$ cat src/rtl/firmware_loader_if.sv
// Firmware loader bus bundle: inbound byte stream plus the write/control
// outputs toward the firmware RAM, vector RAM and CPU reset logic.
// The loader itself is the slave; the stream source / RAM side is the master.
interface firmware_loader_if;
  logic [7:0]  rx_data;
  logic        rx_valid;
  logic        rx_ready;
  logic [13:0] wr_address;
  logic [2:0]  wr_vector;
  logic [7:0]  wr_data;
  logic        wr_firmware;
  logic        wr_vectors;
  logic        cpu_hold;
  logic        done;
  logic        error;

  modport master (
    output rx_data, rx_valid,
    input  rx_ready, wr_address, wr_vector, wr_data,
    input  wr_firmware, wr_vectors, cpu_hold, done, error
  );

  modport slave (
    input  rx_data, rx_valid,
    output rx_ready, wr_address, wr_vector, wr_data,
    output wr_firmware, wr_vectors, cpu_hold, done, error
  );
endinterface

$ cat src/rtl/firmware_loader.sv
// Firmware loader: parses a byte stream of WRITE (A5) and RUN (5A) packets,
// issues one-cycle write strobes into firmware RAM or the vector RAM, and
// holds the CPU in reset until RUN is received.
// Optional feature macro: FIRMWARE_LOADER_CHECKSUM_EN adds a trailing CHK
// byte per WRITE packet (8-bit sum of ADDR_HI..CHK must be zero).
module firmware_loader #(
  parameter logic [15:0] FW_BASE        = 16'hD000,
  parameter int unsigned TIMEOUT_CYCLES = 1000000
) (
  input  logic             clk,
  input  logic             rst,
  firmware_loader_if.slave bus
);

  localparam logic [7:0]  CMD_WRITE    = 8'hA5;
  localparam logic [7:0]  CMD_RUN      = 8'h5A;
  localparam logic [19:0] TIMEOUT_LAST = 20'(TIMEOUT_CYCLES - 1);

  typedef enum logic [2:0] {
    S_IDLE    = 3'd0,
    S_ADDR_HI = 3'd1,
    S_ADDR_LO = 3'd2,
    S_LEN     = 3'd3,
    S_DATA    = 3'd4
`ifdef FIRMWARE_LOADER_CHECKSUM_EN
    ,S_CHK    = 3'd5
`endif
  } state_t;

  state_t      r_state, w_state_next;
  logic [15:0] r_addr, w_addr_next;
  logic [7:0]  r_cnt, w_cnt_next;
  logic [19:0] r_timer, w_timer_next;
  logic        r_wr_fw, w_wr_fw_next;
  logic        r_wr_vec, w_wr_vec_next;
  logic [13:0] r_wr_address, w_wr_address_next;
  logic [2:0]  r_wr_vector, w_wr_vector_next;
  logic [7:0]  r_wr_data, w_wr_data_next;
  logic        r_cpu_hold, w_cpu_hold_next;
  logic        r_done, w_done_next;
  logic        r_error, w_error_next;
`ifdef FIRMWARE_LOADER_CHECKSUM_EN
  logic [7:0]  r_sum, w_sum_next;
  logic [7:0]  w_chk_total;
`endif

  logic        w_strobe_fw, w_strobe_vec, w_rx_ready, w_accept;
  logic        w_in_fw, w_in_vec, w_last, w_at_top, w_timeout;
  logic [13:0] w_fw_offset;
  logic [2:0]  w_vec_index;

  // Strobes are masked while rst is high so a pending write never escapes;
  // the loader stalls the stream for exactly the cycle a strobe is out.
  assign w_strobe_fw  = r_wr_fw & ~rst;
  assign w_strobe_vec = r_wr_vec & ~rst;
  assign w_rx_ready   = ~(w_strobe_fw | w_strobe_vec);
  assign w_accept     = bus.rx_valid & w_rx_ready;

  // Current target address decode; r_addr always holds the next byte's target.
  assign w_in_fw     = (r_addr >= FW_BASE) && (r_addr <= 16'hFFF9);
  assign w_in_vec    = (r_addr >= 16'hFFFA);
  assign w_fw_offset = r_addr[13:0] - FW_BASE[13:0];
  assign w_vec_index = r_addr[2:0] - 3'd2;
  assign w_last      = (r_cnt == 8'd0);
  assign w_at_top    = (r_addr == 16'hFFFF);
  assign w_timeout   = (r_state != S_IDLE) && !w_accept && (r_timer == TIMEOUT_LAST);
`ifdef FIRMWARE_LOADER_CHECKSUM_EN
  assign w_chk_total = r_sum + bus.rx_data;
`endif

  // State register.
  always_ff @(posedge clk) begin
    if (rst) r_state <= S_IDLE;
    else     r_state <= w_state_next;
  end

  // Next-state logic: advance on each accepted byte, bail to IDLE on timeout
  // or when the address would wrap past the top of memory.
  always_comb begin
    w_state_next = r_state;
    if (w_timeout) begin
      w_state_next = S_IDLE;
    end else if (w_accept) begin
      case (r_state)
        S_IDLE:    if (bus.rx_data == CMD_WRITE) w_state_next = S_ADDR_HI;
        S_ADDR_HI: w_state_next = S_ADDR_LO;
        S_ADDR_LO: w_state_next = S_LEN;
        S_LEN:     w_state_next = S_DATA;
        S_DATA: begin
          if (w_last) begin
`ifdef FIRMWARE_LOADER_CHECKSUM_EN
            w_state_next = S_CHK;
`else
            w_state_next = S_IDLE;
`endif
          end else if (w_at_top) begin
            w_state_next = S_IDLE;
          end
        end
`ifdef FIRMWARE_LOADER_CHECKSUM_EN
        S_CHK:     w_state_next = S_IDLE;
`endif
        default:   w_state_next = S_IDLE;
      endcase
    end
  end

  // Output/datapath logic: next values of address, count, strobes and flags.
  always_comb begin
    w_addr_next       = r_addr;
    w_cnt_next        = r_cnt;
    w_wr_fw_next      = 1'b0;
    w_wr_vec_next     = 1'b0;
    w_wr_address_next = r_wr_address;
    w_wr_vector_next  = r_wr_vector;
    w_wr_data_next    = r_wr_data;
    w_cpu_hold_next   = r_cpu_hold;
    w_done_next       = 1'b0;
    w_error_next      = r_error;
`ifdef FIRMWARE_LOADER_CHECKSUM_EN
    w_sum_next        = r_sum;
`endif
    if (w_accept || (r_state == S_IDLE) || w_timeout) w_timer_next = 20'd0;
    else                                               w_timer_next = r_timer + 20'd1;

    if (w_timeout) begin
      w_error_next = 1'b1;
    end else if (w_accept) begin
      case (r_state)
        S_IDLE: begin
          if (bus.rx_data == CMD_WRITE) begin
            w_error_next    = 1'b0;
            w_cpu_hold_next = 1'b1;
`ifdef FIRMWARE_LOADER_CHECKSUM_EN
            w_sum_next      = 8'd0;
`endif
          end else if (bus.rx_data == CMD_RUN) begin
            w_cpu_hold_next = 1'b0;
            w_done_next     = 1'b1;
          end
        end
        S_ADDR_HI: begin
          w_addr_next[15:8] = bus.rx_data;
`ifdef FIRMWARE_LOADER_CHECKSUM_EN
          w_sum_next        = r_sum + bus.rx_data;
`endif
        end
        S_ADDR_LO: begin
          w_addr_next[7:0] = bus.rx_data;
`ifdef FIRMWARE_LOADER_CHECKSUM_EN
          w_sum_next       = r_sum + bus.rx_data;
`endif
        end
        S_LEN: begin
          w_cnt_next = bus.rx_data;
`ifdef FIRMWARE_LOADER_CHECKSUM_EN
          w_sum_next = r_sum + bus.rx_data;
`endif
        end
        S_DATA: begin
          w_addr_next = r_addr + 16'd1;
          w_cnt_next  = r_cnt - 8'd1;
`ifdef FIRMWARE_LOADER_CHECKSUM_EN
          w_sum_next  = r_sum + bus.rx_data;
`endif
          if (w_in_fw) begin
            w_wr_fw_next      = 1'b1;
            w_wr_address_next = w_fw_offset;
            w_wr_data_next    = bus.rx_data;
          end else if (w_in_vec) begin
            w_wr_vec_next    = 1'b1;
            w_wr_vector_next = w_vec_index;
            w_wr_data_next   = bus.rx_data;
          end else begin
            w_error_next = 1'b1;
          end
          // More bytes remain but the address space is exhausted.
          if (!w_last && w_at_top) w_error_next = 1'b1;
        end
`ifdef FIRMWARE_LOADER_CHECKSUM_EN
        S_CHK: begin
          if (w_chk_total != 8'd0) w_error_next = 1'b1;
        end
`endif
        default: ;
      endcase
    end
  end

  // Datapath and output registers.
  always_ff @(posedge clk) begin
    if (rst) begin
      r_addr       <= 16'd0;
      r_cnt        <= 8'd0;
      r_timer      <= 20'd0;
      r_wr_fw      <= 1'b0;
      r_wr_vec     <= 1'b0;
      r_wr_address <= 14'd0;
      r_wr_vector  <= 3'd0;
      r_wr_data    <= 8'd0;
      r_cpu_hold   <= 1'b1;
      r_done       <= 1'b0;
      r_error      <= 1'b0;
`ifdef FIRMWARE_LOADER_CHECKSUM_EN
      r_sum        <= 8'd0;
`endif
    end else begin
      r_addr       <= w_addr_next;
      r_cnt        <= w_cnt_next;
      r_timer      <= w_timer_next;
      r_wr_fw      <= w_wr_fw_next;
      r_wr_vec     <= w_wr_vec_next;
      r_wr_address <= w_wr_address_next;
      r_wr_vector  <= w_wr_vector_next;
      r_wr_data    <= w_wr_data_next;
      r_cpu_hold   <= w_cpu_hold_next;
      r_done       <= w_done_next;
      r_error      <= w_error_next;
`ifdef FIRMWARE_LOADER_CHECKSUM_EN
      r_sum        <= w_sum_next;
`endif
    end
  end

  assign bus.rx_ready    = w_rx_ready;
  assign bus.wr_firmware = w_strobe_fw;
  assign bus.wr_vectors  = w_strobe_vec;
  assign bus.wr_address  = r_wr_address;
  assign bus.wr_vector   = r_wr_vector;
  assign bus.wr_data     = r_wr_data;
  assign bus.cpu_hold    = r_cpu_hold;
  assign bus.done        = r_done;
  assign bus.error       = r_error;

endmodule
$ cat src/flat_wrapper.sv
// flat-port wrapper written by rule: the top's interface ports become plain ports
module firmware_loader_flat 
#(
  parameter logic [15:0] FW_BASE        = 16'hD000,
  parameter int unsigned TIMEOUT_CYCLES = 1000000
)
  (clk, rst, bus_rx_data, bus_rx_valid, bus_rx_ready, bus_wr_address, bus_wr_vector, bus_wr_data, bus_wr_firmware, bus_wr_vectors, bus_cpu_hold, bus_done, bus_error);
  firmware_loader_if bus_i ();
  input  logic clk;
  input  logic rst;
  input wire logic [$bits(bus_i.rx_data)-1:0] bus_rx_data;
  input wire logic [$bits(bus_i.rx_valid)-1:0] bus_rx_valid;
  output wire logic [$bits(bus_i.rx_ready)-1:0] bus_rx_ready;
  output wire logic [$bits(bus_i.wr_address)-1:0] bus_wr_address;
  output wire logic [$bits(bus_i.wr_vector)-1:0] bus_wr_vector;
  output wire logic [$bits(bus_i.wr_data)-1:0] bus_wr_data;
  output wire logic [$bits(bus_i.wr_firmware)-1:0] bus_wr_firmware;
  output wire logic [$bits(bus_i.wr_vectors)-1:0] bus_wr_vectors;
  output wire logic [$bits(bus_i.cpu_hold)-1:0] bus_cpu_hold;
  output wire logic [$bits(bus_i.done)-1:0] bus_done;
  output wire logic [$bits(bus_i.error)-1:0] bus_error;
  assign bus_i.rx_data = bus_rx_data;
  assign bus_i.rx_valid = bus_rx_valid;
  assign bus_rx_ready = bus_i.rx_ready;
  assign bus_wr_address = bus_i.wr_address;
  assign bus_wr_vector = bus_i.wr_vector;
  assign bus_wr_data = bus_i.wr_data;
  assign bus_wr_firmware = bus_i.wr_firmware;
  assign bus_wr_vectors = bus_i.wr_vectors;
  assign bus_cpu_hold = bus_i.cpu_hold;
  assign bus_done = bus_i.done;
  assign bus_error = bus_i.error;
  firmware_loader #(.FW_BASE(FW_BASE), .TIMEOUT_CYCLES(TIMEOUT_CYCLES)) u_core (.clk(clk), .rst(rst), .bus(bus_i));
endmodule
$ cat config.mk
export PLATFORM = sky130hd
export DESIGN_NAME = firmware_loader_flat
export DESIGN_NICKNAME = d
export VERILOG_FILES = /design/src/rtl/firmware_loader_if.sv /design/src/rtl/firmware_loader.sv /design/src/flat_wrapper.sv
export SDC_FILE = /design/constraint.sdc
export NUM_CORES = 1
export LEC_CHECK = 0
export ABC_AREA = 1
export BUFFER_PORTS_ARGS = -buffer_cell sky130_fd_sc_hd__buf_4
export CAP_MARGIN = 30
export CORE_MARGIN = 5
export CORE_UTILIZATION = 55
export CTS_BUF_LIST = sky130_fd_sc_hd__clkbuf_8
export CTS_CLUSTER_SIZE = 25
export DETAILED_ROUTE_END_ITERATION = 16
export PLACE_DENSITY = 0.75
export SLEW_MARGIN = 20
export SYNTH_ARGS = -nofsm -noshare
export SYNTH_HDL_FRONTEND = slang
export SYNTH_SLANG_ARGS = --single-unit
export TNS_END_PERCENT = 30
$ cat constraint.sdc
create_clock -name clk -period 2.3 [get_ports clk]
set_input_delay 0.46 -clock clk [delete_from_list [all_inputs] [get_ports clk]]
set_output_delay 0.46 -clock clk [all_outputs]
set_load 0.02 [all_outputs]
==> impl_metrics.yaml, run 1 <==
drt:
  drtIter0Drc: 385
  routed-wl-met2_um: 4850
  wl_met1_um: 5090
  wl_um: 10900
  routedWlPerCell_um: 13.4
  wl_met3_um: 773
  viasPerCell: 5.38
  first_pass_iters: 5
  drc: 0
  vias: 4371
  topRoutingLayerUsed: "met4"
  drtAntennaViolNets: 0
synth:
  syn-instance-count: 667
  synth_seq_cells: 77
  synth_seq_area_share: 0.350
  synth_compound_area_frac: 0.108
  syn-num-nets: 689
  syn_area_per_cell_um2: 6.59
  synthMuxAreaShare: 0
  synth_top_area_frac: 0.350
  synth.area.top_cells: "dfxtp_1 35%, nor2_1 11%, nand2_1 10%, inv_1 7.1%, a21oi_1 4.7%"
  yosys_warnings: 0
  synthAdderAreaFrac: 0.0313
  yosysMostFrequentCell: "nor2_1"
  yosysUniqueCellTypes: 36
  async_flop_share: 0
  synth_area_leader_cell: "dfxtp_1"
  netlist_area_um2: 4400
  synth-edff-count: 0
  synth-xor-area-share: 0.0239
  ys.flop_type: "dfxtp_1"
  synth_top_family_by_area: "simple AND/OR/NAND/NOR gates"
  synth_common_cells: "131 x nor2_1, 122 x nand2_1, 83 x inv_1"
  yosys.area_share.simple: 0.382
floorplan:
  initial_utilization: 0.566
  io_pins: 42
  rows: 32
  die_w_um: 99.4
  core_um2: 7770
  dieArea_um2: 9880
  die_h_um: 99.4
setup_path:
  r2r-start: "u_core.r_state[0]"
  rr_worst_depth: 6
  critPathArrivalTime_ps: 2280
  required_ps: 2530
  r2r_slack_ps: 250
  end_kind: "flip-flop"
  worst-path-max-fanout: 20
  criticalPathCategory: "reg2reg"
  r2r_end: "u_core.r_addr[0]"
  cp-start-kind: "flip-flop"
placement:
  portBuffers: 41
  dpl.cell_count: 796
  place_congestion: 0.968
  dp_hpwl_um: 8190
hold_path:
  hold_path_depth: 3
  hp-start: "bus_rx_data[3]"
  hp-class: "in2reg"
  min_to: "u_core.bus.wr_data[3]"
timing:
  setup_violations: 0
  fmax_mhz: 487
  min_period_over_period: 0.893
  final_max_slew_viol_count: 0
  rsz0062_at_grt: "no"
  period_needed_ps: 2050
  fin_worst_skew_ps: 9.96
  worst_pin_slew_ps: 725
  hold_violations: 0
  tns_ps: 0
  relSlewSlack: 0.517
clock_network:
  clk_path_buf_depth: 2
  clock-sinks: 77
  clockRootBuffer: "clkbuf_8"
  path_clk_slew_ps: 80
  cts_resized: 0
  cts_inserted_buffers: 9
  cts_tree: "yes"
  cts_hold_buf: 0
  postCtsSetupBuffers: 0
  clk_latency_ps: 350
  h-tree-depth: 3
final_layout:
  final_layout_size_suffix_gt1_frac: 0.132
  nets: 727
  fin_cells: 812
  diodes: 0
  register_area_um2: 1540
  area_growth_pct: 12.3
  multiInputGateArea_um2: 2400
  nFillCells: 766
global_routing:
  antenna_found_initial: 0
  grt_usage: 0.223
  first_global_vias: 4032
  grt_pass1_wl_um: 18300
  grt_max_degree: 47
  grt_overflow: 0
power_and_ir_drop:
  power_density_nw_per_um2: 834
  leakagePower_nw: 2.13
  total_power_mw: 4.12
  vdd_drop_max_uv: 407
flow_run:
  drv_cap: 0
status:
  status: "completed"
## layout by cell type (no fill, tap or decap), types with 3 or more instances in the layout
cell type    n
nor4_1       5
nor3_1      10
a31oi_1      4
dfxtp_1     77
o21bai_1     3
xnor2_1      3
inv_1       83
nand2_1    122
nor2_1     131
nor2_2       4
nand3_1     41
buf_4       49
clkbuf_8    10
inv_2        5
nand2_2      8
o211ai_1     3
o21ai_0     38
a21oi_1     41
ha_1        11
clkinv_2     3
xor2_1       9
nor2_4       4
nand4_1     28
## registers in the layout (all words and copies together) (netlist names)
register	count
u_core.r_addr	16
u_core.r_cnt	8
u_core.r_timer	20
u_core.bus.wr_data	8
u_core.r_wr_vec	1
u_core.bus.done	1
u_core.bus.cpu_hold	1
u_core.bus.error	1
u_core.r_wr_fw	1
u_core.bus.wr_address	14
u_core.r_state	3
u_core.bus.wr_vector	3
## cell type report
type,count,share of cell area
clock buffers,10,0.0279
clock inverters,6,0.00785
inverters,88,0.0669
multi-input cells,480,0.485
flip-flops and latches,77,0.312
well taps,102,0.0258
repair buffers,49,0.0744
## kinds of logic after synthesis
| group | after synthesis |
|---|---|
| adder cells (fa/ha/maj) | 11 |
| buffers and inverters | 110 |
| AO/OA/AOI/OAI | 90 |
| XOR/XNOR | 12 |
| flip-flops | 77 |
| AND/OR/NAND/NOR | 367 |
## per-stage QoR
stage	hold slack [ps]	utilization	cell area, um^2	setup slack (ps)
floorplan	441	-	4400	633
global placement	447	0.613	4760	332
detailed placement	458	0.613	4760	236
CTS	343	0.636	4940	302
global route	349	0.636	4940	71.9
finish	351	0.636	4940	247
## where the power goes
group | total, mW | internal [mW] | leakage (nW) | switching (mW)
Clock | 0.938 | 0.417 | 0.0880 | 0.520
Combinational | 1.46 | 0.475 | 1.42 | 0.981
Sequential | 1.73 | 1.50 | 0.622 | 0.226
## worst max-delay path, stage by stage (launching register included)
cell     delay [ps]
dfxtp_1         380
nor2_4          150
nand2_2         260
a21oi_1         670
inv_1           210
o21ai_0         210
a21oi_1          60
## worst max path at each step
stage | slack [ps] | cells after the start | to | startpoint
floorplan | 630 | 11 | u_core.bus.wr_address[10] | u_core.r_timer[0]
global placement | 330 | 8 | u_core.r_addr[0] | rst
detailed placement | 240 | 8 | u_core.r_addr[0] | rst
CTS | 300 | 6 | u_core.r_addr[0] | u_core.r_state[0]
global route | 70 | 6 | u_core.r_addr[0] | u_core.r_state[0]
finish | 250 | 6 | u_core.r_addr[0] | u_core.r_state[0]
## routing by layer
layer | GRT usage | up-vias
li1 | - | 2224
met1 | 0.299 | 1974
met2 | 0.359 | 155
met3 | 0.0505 | 18
met4 | 0.0672 | 0
met5 | 0 | -
Power figures use the tool's default switching activity.
==> run 2, diff against run 1 <==
SLEW_MARGIN = 25   (was 20)
clock period = 2.4 ns   (was 2.3 ns; I/O delays follow)
==> run 2 against run 1 <==
Net effect:
- register-to-register slack got worse by 40 ps
- via count up 0.75%
- sequential share of layout area hardly changed
- sequential power down 4%
- critical path depth is the same
- clock power increased by 14%
- power fell by 0.64%
- combinational power decreased by 6%
- non-clock buffer count down 4
- sequential cell count unchanged
- count of clock-buffer cells in the layout decreased by 1
- critical path type unchanged
- critical endpoint is now u_core.r_addr[8]
==> impl_metrics.yaml, run 2 (synthesis results as in run 1) <==
final_layout:
  area_growth_pct: 12.5
  diodes: 0
  largest_reg_flops: 20
  nFillCells: 722
  finish.utilization: 0.637
  stdcell_area_um2: 4950
  multiInputGateArea_um2: 2400
  regMostFlops: "u_core.r_timer"
  mostFrequentLayoutCells: "131 x nor2_1, 122 x nand2_1, 83 x inv_1, 77 x dfxtp_1, 45 x buf_4"
  final_layout_size_suffix_gt1_frac: 0.126
  register_area_um2: 1540
  layout_commonest_cell: "nor2_1"
  nets: 723
timing:
  rsz0062_at_grt: "no"
  tns_ps: 0
  relSlewSlack: 0.437
  setup_violations: 0
  fin_ws_ps: 209
  fmax_mhz: 456
  worst_pin_slew_ps: 845
  fin_worst_skew_ps: 11.8
  hold_violations: 0
  period_needed_ps: 2190
  min_period_over_period: 0.913
  final_max_slew_viol_count: 0
clock_network:
  cts_resized: 0
  cts_hold_buf: 0
  h-tree-depth: 3
  path_clk_slew_ps: 80
  clk_latency_ps: 350
  clockRootBuffer: "clkbuf_8"
  cts_inserted_buffers: 9
  clk_path_buf_depth: 2
  postCtsSetupBuffers: 0
  clock-sinks: 77
  cts_tree: "yes"
power_and_ir_drop:
  leakagePower_nw: 2.12
  p_sw_mw: 1.64
  power_density_nw_per_um2: 827
  internal_power_mw: 2.46
  p_seq_frac: 0.405
  clkPwrFrac: 0.261
  vdd_drop_max_uv: 529
  pwr-share-comb: 0.333
  swShare: 0.400
setup_path:
  rr_worst_depth: 6
  path_cells: "nor2_4 > nand2_2 > a21oi_1 > inv_1 > o21ai_0 > inv_1"
  r2r_end: "u_core.r_addr[8]"
  max_stage_delay_ps: 760
  criticalPathCategory: "reg2reg"
  end_kind: "flip-flop"
  required_ps: 2650
  critPathArrivalTime_ps: 2440
  cp-start-kind: "flip-flop"
  r2r-start: "u_core.r_state[0]"
  worst-path-max-fanout: 20
  path_common_cell: "inv_1"
  cp_slowest_cell: "a21oi_1"
  r2r_slack_ps: 210
status:
  status: "completed"
global_routing:
  first_global_vias: 3967
  grt_pass1_wl_um: 18400
  grt_max_degree: 47
  grt_usage: 0.225
  antenna_found_initial: 0
  grt_overflow: 0
floorplan:
  dieArea_um2: 9880
  die_w_um: 99.4
  core_um2: 7770
  rows: 32
  io_pins: 42
  die_h_um: 99.4
  initial_utilization: 0.566
drt:
  viasPerCell: 5.46
  drtAntennaViolNets: 0
  vias: 4404
  routedWlPerCell_um: 13.4
  drtIter0Drc: 389
  wl_um: 10900
  first_pass_iters: 5
  drc: 0
hold_path:
  min_to: "u_core.bus.wr_data[3]"
  hold_path_depth: 3
  hp-class: "in2reg"
  hp-start: "bus_rx_data[3]"
placement:
  portBuffers: 41
  place_area_um2: 4730
  place_congestion: 0.921
  dp_hpwl_um: 8090
  dp_slack_ps: 134
flow_run:
  drv_cap: 0
==> run 2: layer usage <==
metal,global-route usage,up-vias,wire length [um]
met1,0.311,1972,5020
met4,0.0767,0,242
met2,0.349,188,4730
met5,0,-,0
li1,-,2219,-
met3,0.0456,25,860
==> run 2: worst max-delay path, delay by kind of cell (launching register included) <==
kind                   cells  cell delay [ps]
and+or+nand+nor            2              400
DFF                        1              370
buffers and inverters      2              320
AOI/OAI and AO/OA          2              990
==> run 2: power groups by stage <==
stage                     registers, mW  logic, mW  clock network, mW
after floorplan                    1.62       1.07                  0
after global placement             1.67       1.31                  0
after detailed placement           1.68       1.34                  0
after CTS                          1.65       1.35               1.09
after global routing               1.68       1.54               1.15
final                              1.66       1.37               1.07
==> run 2: worst max path at each step <==
stage | from | endpoint | slack, ps | cells past startpoint
detailed placement | rst | u_core.r_addr[8] | 130 | 8
global route | u_core.r_state[0] | u_core.r_addr[11] | 50 | 7
CTS | u_core.r_state[0] | u_core.r_addr[8] | 260 | 6
finish | u_core.r_state[0] | u_core.r_addr[8] | 210 | 6
global placement | rst | u_core.r_addr[8] | 240 | 8
floorplan | u_core.r_timer[0] | u_core.bus.wr_address[10] | 730 | 11
==> run 2: cell type report <==
cell class                      count  area share
Multi-Input combinational cell    480       0.485
Sequential cell                    77       0.312
Timing Repair Buffer               45      0.0683
Inverter                           88      0.0668
Tap cell                          102      0.0258
Clock buffer                        9      0.0250
Clock inverter                      6      0.0180
==> run 2: stage by stage <==
stage / hold WS (ps) / cells / power [mW]
floorplan: 441 / 667 / 2.70
global placement: 447 / 792 / 2.98
detailed placement: 458 / 792 / 3.02
CTS: 352 / 807 / 4.09
global route: 384 / 807 / 4.36
finish: 357 / 807 / 4.09
==> run 3, diff against run 2 <==
BUFFER_PORTS_ARGS = -buffer_cell sky130_fd_sc_hd__buf_2   (was -buffer_cell sky130_fd_sc_hd__buf_4)
SKIP_LAST_GASP = 1   (was not set)
clock period = 2.36 ns   (was 2.4 ns; I/O delays follow)
==> run 3 against run 2 <==
Net effect:
- sequential share of layout area up 0.39 points
- clock power rose by 4%
- fmax grew 13%
- hold slack better by 13 ps
- clock skew down 2.6 ps
- core utilization fell by 0.79 points
- count of clock-buffer cells in the layout stayed put
- critical endpoint is now u_core.bus.wr_address[8]
- highest routed layer unchanged
==> impl_metrics.yaml, run 3 (synthesis results as in run 1) <==
status:
  status: "completed"
clock_network:
  cts_inserted_buffers: 9
  clockRootBuffer: "clkbuf_8"
  h-tree-depth: 3
  postCtsSetupBuffers: 0
  cts_tree: "yes"
  clock-sinks: 77
  path_clk_slew_ps: 80
  clk_latency_ps: 350
  cts_resized: 0
  cts_hold_buf: 0
  clk_path_buf_depth: 2
drt:
  drtIter0Drc: 351
  first_pass_iters: 5
  drc: 0
  routedWlPerCell_um: 13.0
  vias: 4375
  drtAntennaViolNets: 0
  viasPerCell: 5.39
  wl_um: 10500
timing:
  period_needed_ps: 1940
  relSlewSlack: 0.619
  worst_pin_slew_ps: 569
  min_period_over_period: 0.823
  final_max_slew_viol_count: 0
  hold_violations: 0
  setup_violations: 0
  tns_ps: 0
  fmax_mhz: 515
  fin_worst_skew_ps: 9.20
  rsz0062_at_grt: "no"
  fin_ws_ps: 417
final_layout:
  final_layout_size_suffix_gt1_frac: 0.132
  nets: 727
  multiInputGateArea_um2: 2400
  regMostFlops: "u_core.r_timer"
  diodes: 0
  register_area_um2: 1540
  area_growth_pct: 11.1
  layout_commonest_cell: "nor2_1"
  nFillCells: 743
  finish.utilization: 0.629
  stdcell_area_um2: 4890
  largest_reg_flops: 20
  mostFrequentLayoutCells: "131 x nor2_1, 122 x nand2_1, 83 x inv_1, 77 x dfxtp_1"
setup_path:
  worst-path-max-fanout: 14
  cp-start-kind: "flip-flop"
  required_ps: 2650
  criticalPathCategory: "reg2reg"
  critPathArrivalTime_ps: 2230
  end_kind: "flip-flop"
floorplan:
  io_pins: 42
  die_h_um: 99.4
  die_w_um: 99.4
  initial_utilization: 0.566
  core_um2: 7770
  rows: 32
  dieArea_um2: 9880
power_and_ir_drop:
  total_power_mw: 4.20
  internal_power_mw: 2.53
  pwr-share-comb: 0.335
  swShare: 0.398
  leakagePower_nw: 2.13
  p_seq_frac: 0.401
  power_density_nw_per_um2: 860
  p_sw_mw: 1.67
  clkPwrFrac: 0.264
  vdd_drop_max_uv: 533
global_routing:
  grt_pass1_wl_um: 18000
  first_global_vias: 3907
  grt_usage: 0.220
  grt_overflow: 0
  grt_max_degree: 47
  use_met3: 0.0442
  gr-usage-met2: 0.339
  busiest_layer: "met2"
  use_met1: 0.307
  antenna_found_initial: 0
placement:
  dp_slack_ps: 318
  place_congestion: 0.904
  dp_hpwl_um: 7920
  place_area_um2: 4660
  portBuffers: 41
hold_path:
  hp-class: "in2reg"
flow_run:
  drv_cap: 0
run 3: worst paths after layout:
path                                                  to              start  slack, ps  cells past startpoint
worst max-delay path            u_core.bus.wr_address[8]  u_core.r_addr[13]        420                      8
worst min-delay path               u_core.bus.wr_data[4]     bus_rx_data[4]        370                      3
worst max register to register  u_core.bus.wr_address[8]  u_core.r_addr[13]        420                      8
worst min register to register          u_core.bus.error   u_core.bus.error        470                      2
run 3: cell type report:
cell class              count  area share
clock inverters             7      0.0205
flip-flops and latches     77       0.315
inverters                  88      0.0676
well taps                 102      0.0261
clock buffers               9      0.0254
multi-input cells         480       0.491
repair buffers             49      0.0543
run 3: power by group through the flow:
stage          Combinational (mW)  Sequential [mW]  Clock [mW]
3_5_place_dp                 1.38             1.71           0
3_3_place_gp                 1.37             1.70           0
2_1_floorplan                1.09             1.65           0
4_1_cts                      1.39             1.68        1.13
5_1_grt                      1.60             1.71        1.21
6_report                     1.41             1.69        1.11
run 3: per-stage QoR:
step | std cells | hold slack [ps]
2_1_floorplan | 667 | 441
3_3_place_gp | 796 | 440
3_5_place_dp | 796 | 465
4_1_cts | 812 | 366
5_1_grt | 812 | 377
6_report | 812 | 370
run 3: per-layer routing:
metal,part of all wire,wire (um)
met5,0,0
met4,0.023,240
met3,0.064,677
met2,0.44,4600
met1,0.48,5030
run 3: critical path, stage by stage (launching register included):
cell     delay [ps]
dfxtp_1         450
inv_1           130
ha_1            190
or2_0           230
nand2_2          90
nand2_4          80
nor3_4          500
nor2_1           90
nor2_1          110
